==> src/rtl/limbus_st_timing_adaptor_gen2.sv <==
`default_nettype none
// ============================================================================
// Module      : limbus_st_timing_adaptor_gen2
// Description : Avalon-ST timing adapter that bridges a source with ready latency
//               IN_READY_LATENCY to a ready-latency-0 sink through a show-ahead
//               FIFO. Optional sticky underrun flag via macro ST_TA_UNDERRUN_EN.
// Revision    : 1.0 - initial release
// ============================================================================
module limbus_st_timing_adaptor_gen2 #(
    parameter int DATA_W           = 32,
    parameter int DEPTH            = 16,
    parameter int IN_READY_LATENCY = 0,
    parameter int AFULL_DEFAULT    = 12
) (
    input  logic                     clk,
    input  logic                     reset,
    output logic                     in_ready,
    input  logic                     in_valid,
    input  logic [DATA_W-1:0]        in_data,
    input  logic                     out_ready,
    output logic                     out_valid,
    output logic [DATA_W-1:0]        out_data,
    input  logic [$clog2(DEPTH):0]   afull_thr,
    output logic                     almost_full,
    output logic [$clog2(DEPTH):0]   fill_level,
    output logic                     overflow,
    input  logic                     err_clr
`ifdef ST_TA_UNDERRUN_EN
    ,
    output logic                     underrun
`endif
);

    localparam int c_ADDR_W = $clog2(DEPTH);
    localparam int c_FILL_W = c_ADDR_W + 1;

    localparam logic [c_FILL_W-1:0] c_DEPTH         = c_FILL_W'(DEPTH);
    localparam logic [c_FILL_W-1:0] c_RDY_MAX       = c_FILL_W'(DEPTH - 1 - IN_READY_LATENCY);
    localparam logic [c_FILL_W-1:0] c_AFULL_DEFAULT = c_FILL_W'(AFULL_DEFAULT);
    localparam logic [c_FILL_W-1:0] c_FILL_ONE      = c_FILL_W'(1);
    localparam logic [c_FILL_W-1:0] c_FILL_ZERO     = '0;
    localparam logic [c_ADDR_W-1:0] c_PTR_ONE       = c_ADDR_W'(1);

    logic [DATA_W-1:0]   r_mem [DEPTH];
    logic [c_ADDR_W-1:0] r_wr_ptr;
    logic [c_ADDR_W-1:0] r_rd_ptr;
    logic [c_FILL_W-1:0] r_fill;
    logic [c_FILL_W-1:0] r_afull_thr;
    logic                r_out_valid;
    logic [DATA_W-1:0]   r_out_data;
    logic                r_in_ready;
    logic                r_afull;
    logic                r_overflow;

    logic                w_wr_req;
    logic                w_pop;
    logic                w_full;
    logic                w_push;
    logic                w_ovf_evt;
    logic                w_head_bypass;
    logic [c_FILL_W-1:0] w_fill_next;
    logic [c_ADDR_W-1:0] w_rd_ptr_next;
    logic [DATA_W-1:0]   w_head_next;

    // With a non-zero latency the source owns the contract, so every valid beat
    // is a write attempt; in_ready only gates beats when the latency is zero.
    generate
        if (IN_READY_LATENCY == 0) begin : g_lat_zero
            assign w_wr_req = in_valid & r_in_ready;
        end else begin : g_lat_nonzero
            assign w_wr_req = in_valid;
        end
    endgenerate

    assign w_pop     = r_out_valid & out_ready;
    assign w_full    = (r_fill == c_DEPTH);
    assign w_push    = w_wr_req & (~w_full | w_pop);
    assign w_ovf_evt = w_wr_req & w_full & ~w_pop;

    always_comb begin
        w_fill_next = r_fill;
        if (w_push && !w_pop) begin
            w_fill_next = r_fill + c_FILL_ONE;
        end else if (!w_push && w_pop) begin
            w_fill_next = r_fill - c_FILL_ONE;
        end
    end

    assign w_rd_ptr_next = w_pop ? (r_rd_ptr + c_PTR_ONE) : r_rd_ptr;

    // When the FIFO drains to empty this cycle the incoming beat becomes the
    // new head directly; its storage slot is only written at this same edge.
    assign w_head_bypass = (r_fill == (w_pop ? c_FILL_ONE : c_FILL_ZERO));
    assign w_head_next   = w_head_bypass ? in_data : r_mem[w_rd_ptr_next];

    always_ff @(posedge clk) begin
        if (w_push && !reset) begin
            r_mem[r_wr_ptr] <= in_data;
        end
    end

    always_ff @(posedge clk) begin
        if (reset) begin
            r_wr_ptr    <= '0;
            r_rd_ptr    <= '0;
            r_fill      <= '0;
            r_out_valid <= 1'b0;
            r_out_data  <= '0;
            r_in_ready  <= 1'b0;
            r_afull     <= 1'b0;
            r_afull_thr <= c_AFULL_DEFAULT;
            r_overflow  <= 1'b0;
        end else begin
            if (w_push) begin
                r_wr_ptr <= r_wr_ptr + c_PTR_ONE;
            end
            r_rd_ptr    <= w_rd_ptr_next;
            r_fill      <= w_fill_next;
            r_out_valid <= (w_fill_next != c_FILL_ZERO);
            if (w_fill_next != c_FILL_ZERO) begin
                r_out_data <= w_head_next;
            end
            r_in_ready  <= (w_fill_next <= c_RDY_MAX);
            r_afull_thr <= afull_thr;
            r_afull     <= (w_fill_next >= r_afull_thr);
            if (w_ovf_evt) begin
                r_overflow <= 1'b1;
            end else if (err_clr) begin
                r_overflow <= 1'b0;
            end
        end
    end

    assign in_ready    = r_in_ready;
    assign out_valid   = r_out_valid;
    assign out_data    = r_out_data;
    assign almost_full = r_afull;
    assign fill_level  = r_fill;
    assign overflow    = r_overflow;

`ifdef ST_TA_UNDERRUN_EN
    logic r_popped;
    logic r_underrun;

    // Starvation only counts once the stream has actually started delivering.
    always_ff @(posedge clk) begin
        if (reset) begin
            r_popped   <= 1'b0;
            r_underrun <= 1'b0;
        end else begin
            if (w_pop) begin
                r_popped <= 1'b1;
            end else if (err_clr) begin
                r_popped <= 1'b0;
            end
            if (out_ready && !r_out_valid && r_popped) begin
                r_underrun <= 1'b1;
            end else if (err_clr) begin
                r_underrun <= 1'b0;
            end
        end
    end

    assign underrun = r_underrun;
`else
    // Pop history is not tracked when underrun detection is not built.
`endif

endmodule

`default_nettype wire

==> config.mk <==
export PLATFORM = sky130hd
export DESIGN_NAME = limbus_st_timing_adaptor_gen2
export DESIGN_NICKNAME = d
export VERILOG_FILES = /design/src/rtl/limbus_st_timing_adaptor_gen2.sv
export SDC_FILE = /design/constraint.sdc
export NUM_CORES = 1
export LEC_CHECK = 0
export BUFFER_PORTS_ARGS = -buffer_cell sky130_fd_sc_hd__buf_4
export CAP_MARGIN = 20
export CORE_MARGIN = 2
export CORE_UTILIZATION = 66
export DETAILED_ROUTE_END_ITERATION = 8
export PLACE_DENSITY = 0.84
export SLEW_MARGIN = 10
export SYNTH_ARGS = -nofsm -noshare
export SYNTH_HDL_FRONTEND = slang
export SYNTH_SLANG_ARGS = --single-unit
==> constraint.sdc <==
create_clock -name clk -period 7.3 [get_ports clk]
set_input_delay 0.365 -clock clk [delete_from_list [all_inputs] [get_ports clk]]
set_output_delay 0.365 -clock clk [all_outputs]
set_load 0.01 [all_outputs]
### After elaboration in Yosys (flattened, before gate mapping)

Memories as Yosys holds them, arrays and structs flattened.
Index checks and enable logic that the tools add are counted.

| word-level totals | value |
|---|---|
| flip-flop bits (word level) | 54 |
| latch bits | 0 |
| RAM bits | 512 |
| bits in read-only memories | 0 |
| output and inout port bits | 41 |
| word-level logic and storage cells | 43 |
| memories | 1 |

Memory list:

| memory | words | bits a word | read ports | clocked after Yosys merged registers in | write ports | line | text |
|---|---|---|---|---|---|---|---|
| r_mem | 16 | 32 | 1 | 0 | 1 | 44 | `logic [DATA_W-1:0] r_mem [DEPTH];` |

| operators by class | value |
|---|---|
| add/subtract/negate cells | 4 |
| $mul | 0 |
| divide/modulo/power cells | 0 |
| $lt $le $gt $ge | 2 |
| equal/unequal tests | 2 |
| shift operators | 0 |
| multiplexer cells | 9 |
| bitwise logic cells | 8 |
| reductions and logical operators | 8 |

Operators by type and width:

| kind | count |
|---|---|
| $mux W32 | 1 |
| $mux W5 | 2 |
| $add A4 B1 Y4 const B | 2 |
| $add A5 B1 Y5 const B | 1 |
| $and A1 B1 Y1 | 5 |
| $eq A5 B1 Y1 | 1 |
| $eq A5 B5 Y1 const B | 1 |
| $ge A5 B5 Y1 | 1 |
| $le A5 B4 Y1 const B | 1 |
| $mux W1 | 5 |
| $reduce_bool A5 Y1 | 1 |
| $sub A5 B1 Y5 const B | 1 |
| $mux W4 | 1 |
| $logic_and A1 B1 Y1 | 3 |
| $logic_not A1 Y1 | 3 |
| $not A1 Y1 | 2 |
| $reduce_bool A2 Y1 | 1 |
| $or A1 B1 Y1 | 1 |

### Logic depth before layout (Yosys ltp)

Gate-level depths: netlist of the first run.

| logic depth | value |
|---|---|
| depth in word-level cells | 9 |
| depth in mapped cells | 13 |

### Worst setup path before layout of the first run

Ideal clock, no wire load.

| path | value |
|---|---|
| kind | reg2reg |
| from | register r_fill[1] (netlist: fill_level[1]) |
| to | memory r_mem[0][0], enable pin |
| library setup time | 461 ps |
| arrival | 4016 ps |
| setup slack | 2823 ps |
| stages on the path, launching flop included | 9 |
| path buffers | 1 |
| path through | dfxtp_1 clkbuf_1 inv_1 ha_1 and4bb_2 a21oi_1 and2_1 nand2_1 nor3_1 |

| between the ends | value |
|---|---|
| cells in the longest elaborated chain, start to end | 7 |

RTL lines:

| item | line | text |
|---|---|---|
| start, declared | 47 | `logic [c_FILL_W-1:0] r_fill;` |
| start signal, assigned | 118 | `r_fill <= w_fill_next;` |
| $eq A5 B5 Y1 | 76 | `assign w_full = (r_fill == c_DEPTH);` |
| $not A1 Y1 | 77 | `assign w_push = w_wr_req & (~w_full \| w_pop);` |
| $or A1 B1 Y1 | 77 |  |
| $and A1 B1 Y1 | 77 |  |
| $logic_and A1 B1 Y1 | 97 | `if (w_push && !reset) begin` |
| $mux W1 | 97 |  |
| $mux W1 (implied by the code) | 98 | `r_mem[r_wr_ptr] <= in_data;` |
| end, declared | 44 |  |

Every way passes these cells.

### Worst setup path after layout of the first run

| path | value |
|---|---|
| from | register r_out_valid (netlist: out_valid) |
| to | register r_out_data[15] (netlist: out_data[15]) |

| between the ends | value |
|---|---|
| cells in the longest elaborated chain, start to end | 8 |

RTL lines:

| item | line | text |
|---|---|---|
| start, declared | 49 | `logic r_out_valid;` |
| start signal, assigned | 119 | `r_out_valid <= (w_fill_next != c_FILL_ZERO);` |
| $and A1 B1 Y1 (*) | 75 | `assign w_pop = r_out_valid & out_ready;` |
| $or A1 B1 Y1 | 77 |  |
| $and A1 B1 Y1 | 77 |  |
| $logic_not A1 Y1 | 84 | `end else if (!w_push && w_pop) begin` |
| $logic_and A1 B1 Y1 | 84 |  |
| $mux W5 | 84 |  |
| $mux W5 | 82 | `if (w_push && !w_pop) begin` |
| $reduce_bool A5 Y1 | 120 | `if (w_fill_next != c_FILL_ZERO) begin` |
| end signal, assigned | 121 | `r_out_data <= w_head_next;` |
| end, declared | 50 | `logic [DATA_W-1:0] r_out_data;` |

Mark *: on every way between the ends. The rest lies on a longest branch, timed or not.
A chain may end at the register's enable or synchronous reset.

==> results of run 1 <==
-- kinds of logic after synthesis --
kind of cell / count (synthesis) / share of synthesized area (%)
buf+inv: 123 / 2.462
compound gates: 286 / 10.28
xor+xnor: 5 / 0.1964
fa+ha+maj: 11 / 0.6170
simple gates: 282 / 6.069
flops: 566 / 73.77
mux: 67 / 6.608
-- synth_stat cells, types with 2 or more instances --
master / count
or2_2: 3
and2_1: 7
a311oi_1: 64
xor2_1: 3
buf_6: 7
or3_1: 3
nor2b_1: 4
nor2_1: 32
o41ai_1: 32
xnor2_1: 2
o211ai_1: 4
ha_1: 11
a31oi_1: 33
dfxtp_1: 54
nand4_1: 4
o21a_1: 2
a22oi_1: 34
nand3_1: 5
and3_1: 65
buf_2: 21
a21oi_1: 10
nand2_1: 137
nand2b_1: 3
a221oi_1: 65
mux4_2: 64
inv_1: 10
buf_1: 5
a211oi_1: 33
nor3_1: 8
mux2_2: 2
buf_4: 2
edfxtp_1: 512
clkbuf_1: 76
-- per-layer routing --
metal,vias up,part of all wire (%),global-route usage (%)
li1,5635,-,-
met1,6890,36,41.13
met2,1082,49,49.57
met3,155,12,6.326
met4,0,3.5,13.51
met5,-,0,0
-- final timing paths --
kind / endpoint / slack [ns] / depth (start not counted)
max reg2reg: out_data[15] / 3.24 / 8
min: r_afull_thr[4] / 0.002 / 2
max: out_data[15] / 3.24 / 8
min reg2reg: overflow / 0.54 / 2
-- flip-flops by register name, indices dropped and copies added (netlist names) --
name and cells:
out_data 32, almost_full 1, r_rd_ptr 4, in_ready 1, overflow 1, r_mem 512, fill_level 5, out_valid 1
r_wr_ptr 4, r_afull_thr 5
-- repair_timing --
action,4_1_cts,5_1_grt
gates resized for setup,0,0
setup buffers,0,0
endpoints found under the hold margin,4,0
hold buffers,4,0
-- layout by cell type, fill, tap and decap left out, types with 6 or more instances in the layout --
| master | netlist | routed |
|---|---|---|
| a211oi_1 | 33 | 33 |
| a21oi_1 | 10 | 9 |
| a221oi_1 | 65 | 65 |
| a22oi_1 | 34 | 34 |
| a311oi_1 | 64 | 64 |
| a31oi_1 | 33 | 33 |
| and2_1 | 7 | 6 |
| and3_1 | 65 | 65 |
| buf_4 | 2 | 114 |
| bufinv_16 | 0 | 10 |
| clkbuf_1 | 76 | 17 |
| clkbuf_16 | 0 | 54 |
| clkbuf_8 | 0 | 6 |
| dfxtp_1 | 54 | 54 |
| edfxtp_1 | 512 | 512 |
| ha_1 | 11 | 11 |
| inv_1 | 10 | 9 |
| mux4_2 | 64 | 64 |
| nand2_1 | 137 | 136 |
| nor2_1 | 32 | 20 |
| nor2_4 | 0 | 12 |
| o41ai_1 | 32 | 32 |
-- report_power, final --
part	internal (uW)	switching, uW	total (uW)	leakage (uW)
registers	3650	95.9	3740	0.00505
clock network	1790	1190	2990	0.000926
logic	648	1200	1850	0.00243
total	6090	2490	8580	0.00841
-- through the flow --
step | util, % | area [sq um]
after global placement | 69.86 | 23370
after floorplan | - | 22310
final | 75.86 | 25370
after global routing | 75.86 | 25370
after CTS | 75.72 | 25330
after detailed placement | 69.86 | 23370
-- layout make-up --
cell class	instances	area [sq um]
Timing Repair Buffer	120	943.4
Clock inverter	25	422.9
Inverter	11	41.29
Multi-Input combinational cell	651	5453
Fill cell	1669	8074
Sequential cell	566	16460
Tap cell	448	560.5
Clock buffer	77	1498
==> impl_metrics.yaml, run 1 <==
outcome:
  status: "finished, final reports clean"
clock_network:
  insertion_delay_ns: 0.60
  cts_buffers: 54
  cts_sinks: 566
  clk_path_buf_depth: 3
  cts_max_level: 2
  path_clk_slew_ns: 0.06
  cts_tree: "done"
  clockRootBuffer: "clkbuf_16"
placement:
  place_hpwl_mm: 26.69
  place.port_buffers: 82
  place_inst: 1790
  routabilityCongestion: 0.8140
  pre_cts_ws_ns: 3.344
setup_path:
  cp_top_family: "buffers and inverters"
  cp_slowest_stage_delay_ns: 0.68
  path_cells: "nand2_2 > o21ai_4 > buf_4 > and2_4 > buf_4 > mux4_2 > a211oi_1 > a31oi_1"
  path_class: "flop to flop"
  startpoint: "out_valid"
  critPathRequiredTime_ns: 7.74
  cp.buffers_inverters: 2
  worstPathMaxFanout: 65
  end_kind: "flop"
  r2r_start: "out_valid"
  crit_top_cell: "buf_4"
  critPathArrivalTime_ns: 4.50
  start_kind: "flop"
  cp_slowest_cell: "buf_4"
synthesis:
  synth-main-ff-cell: "edfxtp_1"
  yosysWarnings: 0
  syn_inst: 1340
  synth_top_area_share_pct: 68.93
  synth_edf_count: 512
  ys_seq_elements: 566
  synth.avg_cell_area_sq_um: 16.65
  synth_top_cells_by_area: "edfxtp_1 (69%), mux4_2 (6.5%), dfxtp_1 (4.8%), a221oi_1 (2.6%), a311oi_1 (2.5%)"
  ys_seq_area_share_pct: 73.77
  syn_nets: 1393
  yosysTopAreaCell: "edfxtp_1"
  postSynth.asyncResetShare_pct: 0
  syn_area_sq_mm: 0.02231
  synth.distinct_cells: 56
timing:
  slew_headroom_pct: 35.47
  finalHoldViolations: 0
  min_period_ns: 4.064
  setup_viol: 0
  period_share_pct: 55.67
  skew_ns: 0.02719
  rsz0062_at_grt: "false"
  setup_tns_ns: 0
  maxSlewViolCount: 0
  tightest_slew_ns: 0.9665
  max_freq_mhz: 246.1
  hold_slack_ns: 0.002489
  fin_ws_ns: 3.236
route:
  drt-total-wl_mm: 53.89
  wl_per_cell_microns: 28.39
  vias: 13760
  viasPerCell: 7.251
  detail_route.first_pass.iterations: 6
  postRouteAntennaNets: 0
  drtIter0Drc: 1917
  drc: 0
floorplanning:
  die_width_microns: 187.8
  start_util_pct: 66.69
  coreArea_sq_mm: 0.03345
  fp-row-count: 67
  fp.dieArea_sq_mm: 0.03528
  ios: 83
  die_y_microns: 187.8
power:
  power.total_uw: 8580
  powerDensity_mw_per_mm2: 338.1
  vdd_drop_max_uv: 313.0
  leakage_uw: 0.008411
layout:
  area_growth_pct: 13.75
  finalNetCount: 1457
  drive_gt1_share_pct: 20.48
  antenna_cells: 0
  fin_cells: 1898
hold_path:
  worstHoldStart: "afull_thr[4]"
  holdCritPathClass: "input pin to flop"
grt:
  grt_use_total_pct: 30.67
  gr-total-overflow: 0
  grt_pass1_wl_mm: 80.99
  grt_antenna_before_repair: 0
  grt_pass1_vias: 13750
  grt_start_max_net_pins: 79
run:
  cap_violations: 0
No activity file was read; power rests on OpenSTA's default activity.
==> run 2: changes to the inputs <==
ABC_AREA = 1   (was not set)
CORE_UTILIZATION = 56   (was 66)
PLACE_DENSITY = 0.76   (was 0.84)
clock period = 3.3 ns   (was 7.3 ns; I/O delays follow)
==> impl_metrics.yaml, run 2 <==
clock_network:
  cts_setup_buffers: 0
  cts_max_level: 2
  clockRootBuffer: "clkbuf_16"
  clk_path_buf_depth: 3
  insertion_delay_ns: 0.63
  cts_buffers: 56
  cts_tree: "done"
  cts_sinks: 566
  path_clk_slew_ns: 0.07
  cts_resized: 0
floorplanning:
  die_width_microns: 212.1
  fp-row-count: 76
  coreArea_sq_mm: 0.04289
  ios: 83
  fp.dieArea_sq_mm: 0.04497
  start_util_pct: 56.52
  die_y_microns: 212.1
synthesis:
  synth.distinct_cells: 32
  syn_nets: 2326
  synth.avg_cell_area_sq_um: 10.66
  synth_edf_count: 512
  yosysTopAreaCell: "edfxtp_1"
  synth_common_cells: "nand2_1 (784), nand3_1 (524), edfxtp_1 (512)"
  ys_seq_elements: 566
  synth_top_area_share_pct: 63.43
  syn_area_sq_mm: 0.02424
  ys_seq_area_share_pct: 67.89
  syn_inst: 2273
  synth-main-ff-cell: "edfxtp_1"
  postSynth.asyncResetShare_pct: 0
  yosysMostFrequentCell: "nand2_1"
  yosysWarnings: 0
  synth_top_cells_by_area: "edfxtp_1 (63%), nand2_1 (12%), nand3_1 (11%), dfxtp_1 (4.5%), buf_2 (1.9%)"
placement:
  place.port_buffers: 82
  pre_cts_ws_ns: 0.4751
  routabilityCongestion: 0.8503
  place_hpwl_mm: 32.05
route:
  vias: 17380
  detail_route.first_pass.iterations: 5
  postRouteAntennaNets: 0
  drt-total-wl_mm: 60.03
  wl_per_cell_microns: 20.06
  drtIter0Drc: 2180
  drc: 0
  viasPerCell: 5.809
timing:
  slew_headroom_pct: 35.85
  maxSlewViolCount: 0
  fin_ws_ns: 0.4040
  period_share_pct: 87.76
  min_period_ns: 2.896
  skew_ns: 0.02650
  finalHoldViolations: 0
  tightest_slew_ns: 0.9623
  rsz0062_at_grt: "false"
  setup_viol: 0
  max_freq_mhz: 345.3
layout:
  fin_util_pct: 65.31
  finalNetCount: 2412
  drive_gt1_share_pct: 12.92
  antenna_cells: 0
  mostFrequentLayoutCell: "nand2_1"
  largest_reg_flops: 512
  area_growth_pct: 15.56
  final_cell_mix: "nand2_1 (782), nand3_1 (524), edfxtp_1 (512)"
  regMostFlops: "r_mem"
power:
  vdd_drop_max_uv: 377.0
  power.total_uw: 17850
  powerDensity_mw_per_mm2: 637.3
  leakage_uw: 0.01099
setup_path:
  end_kind: "flop"
  critPathRequiredTime_ns: 3.61
  worstPathMaxFanout: 13
  start_kind: "flop"
  critPathArrivalTime_ns: 3.21
  rrSetupSlack_ns: 0.40
  path_class: "flop to flop"
grt:
  grt_pass1_vias: 16890
  grt_pass1_wl_mm: 93.59
  grt_start_max_net_pins: 197
  grt_antenna_before_repair: 0
  gr-total-overflow: 0
  grt_use_total_pct: 27.13
hold_path:
  holdCritPathClass: "input pin to flop"
outcome:
  status: "finished, final reports clean"
run:
  cap_violations: 0
run 2: area by class of cell:
cell class | instances | area (sq um)
clock buffers | 72 | 1523
multi-input cells | 1484 | 6990
fillers | 3138 | 14880
flip-flops and latches | 566 | 16460
repair buffers | 175 | 1634
inverters | 76 | 292.8
well taps | 585 | 732.0
clock inverters | 34 | 382.9
run 2: routing by layer:
metal  wire, microns  part of all wire [%]  track usage (%)  vias to the layer above
met2           28800                    48            44.32                      865
li1                -                     -                -                     7977
met3            5470                   9.1            4.195                      126
met1           24130                    40            37.46                     8412
met5               0                     0                0                        -
met4            1630                   2.7            9.349                        0
run 2: worst max-delay path, stage by stage, from the launching register on:
cell and delay [ns]:
dfxtp_1 0.44, inv_1 0.20, ha_1 0.29, nand4_1 0.13
nand2_1 0.20, nor2_1 0.21, nand2_1 0.26, nor2_4 0.55
buf_4 0.30
run 2: cell families (layout without fill, tap and decap cells):
logic type      after synthesis  in the layout  share of synthesized area [%]
simple gates               1454           1454                          26.88
flops                       566            566                          67.89
buf+inv                     223            357                          4.104
compound gates               13             13                         0.2787
fa+ha+maj                    11             11                         0.5678
xor+xnor                      6              6                         0.2788
run 2: worst paths after layout:
kind / start / end / cells past startpoint
hold / removal: out_ready / fill_level[0] / 5
hold reg to reg: out_data[2] / out_data[2] / 2
setup / recovery: fill_level[0] / r_mem[6][2] / 8
setup reg to reg: fill_level[0] / r_mem[6][2] / 8
run 2: per-stage QoR:
stage          cells  TNS [ns]  hold slack [ns]  instance area (sq um)
2_1_floorplan   2273   -128.49           0.2639                  24250
3_3_place_gp    2843         0           0.3541                  25670
3_5_place_dp    2843         0           0.3538                  25670
4_1_cts         2992         0           0.1219                  28010
5_1_grt         2992         0           0.2007                  28010
6_report        2992         0           0.1397                  28010
run 2: timing repair:
action,CTS,global route
endpoints found under the setup margin,0,0
hold buffers,43,0
endpoints found under the hold margin,530,0
run 2: power breakdown:
group          switching (uW)  leakage, uW  internal (uW)
combinational            2080      0.00503           1070
sequential                145      0.00505           8030
clock                    2760     0.000913           3760
total                    4990       0.0110          12900
==> run 3: changes to the inputs <==
CORE_UTILIZATION = 24   (was 56)
CTS_CLUSTER_SIZE = 28   (was not set)
PLACE_DENSITY = not set   (was 0.76)
==> impl_metrics.yaml, run 3 (synthesized netlist as in run 2, its figures left out) <==
route:
  postRouteAntennaNets: 0
  wl_per_cell_microns: 17.35
  detail_route.first_pass.iterations: 5
  vias: 16640
  drc: 0
  viasPerCell: 4.474
  drtIter0Drc: 1426
  drt-total-wl_mm: 64.52
clock_network:
  cts_max_level: 2
  cts_hold_buf: 42
  clk_path_buf_depth: 3
  clockRootBuffer: "clkbuf_16"
  path_clk_slew_ns: 0.06
  cts_tree: "done"
  cts_resized: 0
  cts_setup_buffers: 0
  cts_buffers: 59
  cts_sinks: 566
  insertion_delay_ns: 0.65
timing:
  finalHoldViolations: 0
  period_share_pct: 79.68
  tightest_slew_ns: 1.114
  maxSlewViolCount: 0
  fin_ws_ns: 0.6706
  max_freq_mhz: 380.3
  skew_ns: 0.04290
  setup_viol: 0
  slew_headroom_pct: 25.73
  rsz0062_at_grt: "false"
  min_period_ns: 2.629
placement:
  place_inst: 3565
  routabilityCongestion: 0.7828
  pre_cts_ws_ns: 0.6590
  place.port_buffers: 82
  place_hpwl_mm: 35.78
layout:
  fin_cells: 3718
  area_growth_pct: 18.67
  mostFrequentLayoutCell: "nand2_1"
  final_cell_mix: "nand2_1 (782), nand3_1 (524), edfxtp_1 (512)"
  drive_gt1_share_pct: 12.85
  regMostFlops: "r_mem"
  finalNetCount: 2423
  largest_reg_flops: 512
  fill_cells: 10320
  antenna_cells: 0
grt:
  grt_start_max_net_pins: 194
  grt_antenna_before_repair: 1
  gr-total-overflow: 0
  grt_pass1_wl_mm: 98.08
  grt_use_total_pct: 12.25
  grt_pass1_vias: 16170
setup_path:
  worstPathMaxFanout: 21
  cp_slowest_stage_delay_ns: 0.45
  path_class: "flop to flop"
  cp_slowest_cell: "dfxtp_1"
  critPathRequiredTime_ns: 3.57
  crit_top_cell: "nand2_1"
  critPathArrivalTime_ns: 2.90
  cp.buffers_inverters: 2
  cp_top_family: "simple AND/OR/NAND/NOR gates"
  end_kind: "flop"
  path_cells: "inv_1 > ha_1 > nand4_1 > nand2_1 > nor2_1 > nand2_1 > nor2_4 > buf_4"
  start_kind: "flop"
power:
  leakage_uw: 0.01095
  powerDensity_mw_per_mm2: 611.7
  power.total_uw: 17590
  vdd_drop_max_uv: 402.5
floorplanning:
  start_util_pct: 24.20
  die_width_microns: 321.8
  fp-row-count: 116
  die_y_microns: 321.8
  ios: 83
  fp.dieArea_sq_mm: 0.1036
  coreArea_sq_mm: 0.1001
run:
  cap_violations: 0
hold_path:
  holdCritPathClass: "input pin to flop"
outcome:
  status: "finished, final reports clean"
-- run 3: cell count changes in the layout (fill, tap and decap cells not counted) --
cell           delta
clkinv_8          -1
clkbuf_16         +2
clkbuf_1         +10
dlygate4sd3_1     -1
bufinv_16         -5
clkbuf_8          -4
clkinv_2          +1
clkinv_16         +1
clkinv_1          +4
buf_4            +16
clkinv_4          -1
clkinvlp_4        -2
buf_12            -7
-- run 3: layer usage --
| layer | vias up | global-route usage [%] | share of wire (%) |
|---|---|---|---|
| met2 | 479 | 20.04 | 47 |
| met4 | 0 | 3.448 | 2.2 |
| met5 | - | 0 | 0 |
| li1 | 8001 | - | - |
| met1 | 8065 | 16.57 | 44 |
| met3 | 91 | 2.201 | 6.0 |
-- run 3: area by class of cell --
cell class | count | area, sq um | share of cell area [%]
Clock inverter | 31 | 242.7 | 0.8438
Tap cell | 1298 | 1624 | 5.646
Clock buffer | 80 | 1555 | 5.407
Inverter | 76 | 292.8 | 1.018
Multi-Input combinational cell | 1484 | 6990 | 24.30
Sequential cell | 566 | 16460 | 57.21
Timing Repair Buffer | 183 | 1604 | 5.576
-- run 3: final timing paths --
path | cells after the start | endpoint | slack [ns] | startpoint
worst max register to register | 8 | r_mem[12][24] | 0.67 | fill_level[0]
worst min register to register | 2 | out_data[24] | 0.45 | out_data[24]
worst max-delay path | 8 | r_mem[12][24] | 0.67 | fill_level[0]
worst min-delay path | 5 | fill_level[1] | 0.14 | out_ready
-- run 3: per-stage QoR --
step	util, %	setup TNS, ns	hold slack (ns)	instance area [sq um]
final	28.72	0	0.1438	28770
after global routing	28.72	0	0.1722	28770
after CTS	28.72	0	0.1105	28770
after detailed placement	26.51	0	0.3836	26550
after global placement	26.51	0	0.3852	26550
after floorplan	-	-128.49	0.2639	24250
-- run 3: report_power, final --
group / switching, uW / internal (uW) / total, uW
sequential: 181 / 8030 / 8210
combinational: 2090 / 1090 / 3170
clock: 2800 / 3400 / 6210
total: 5070 / 12500 / 17600
-- run 3: worst min-delay path: cells and delay by family --
family / cells / cell delay [ns]
buf+inv: 1 / 0.11
simple gates: 4 / 0.42
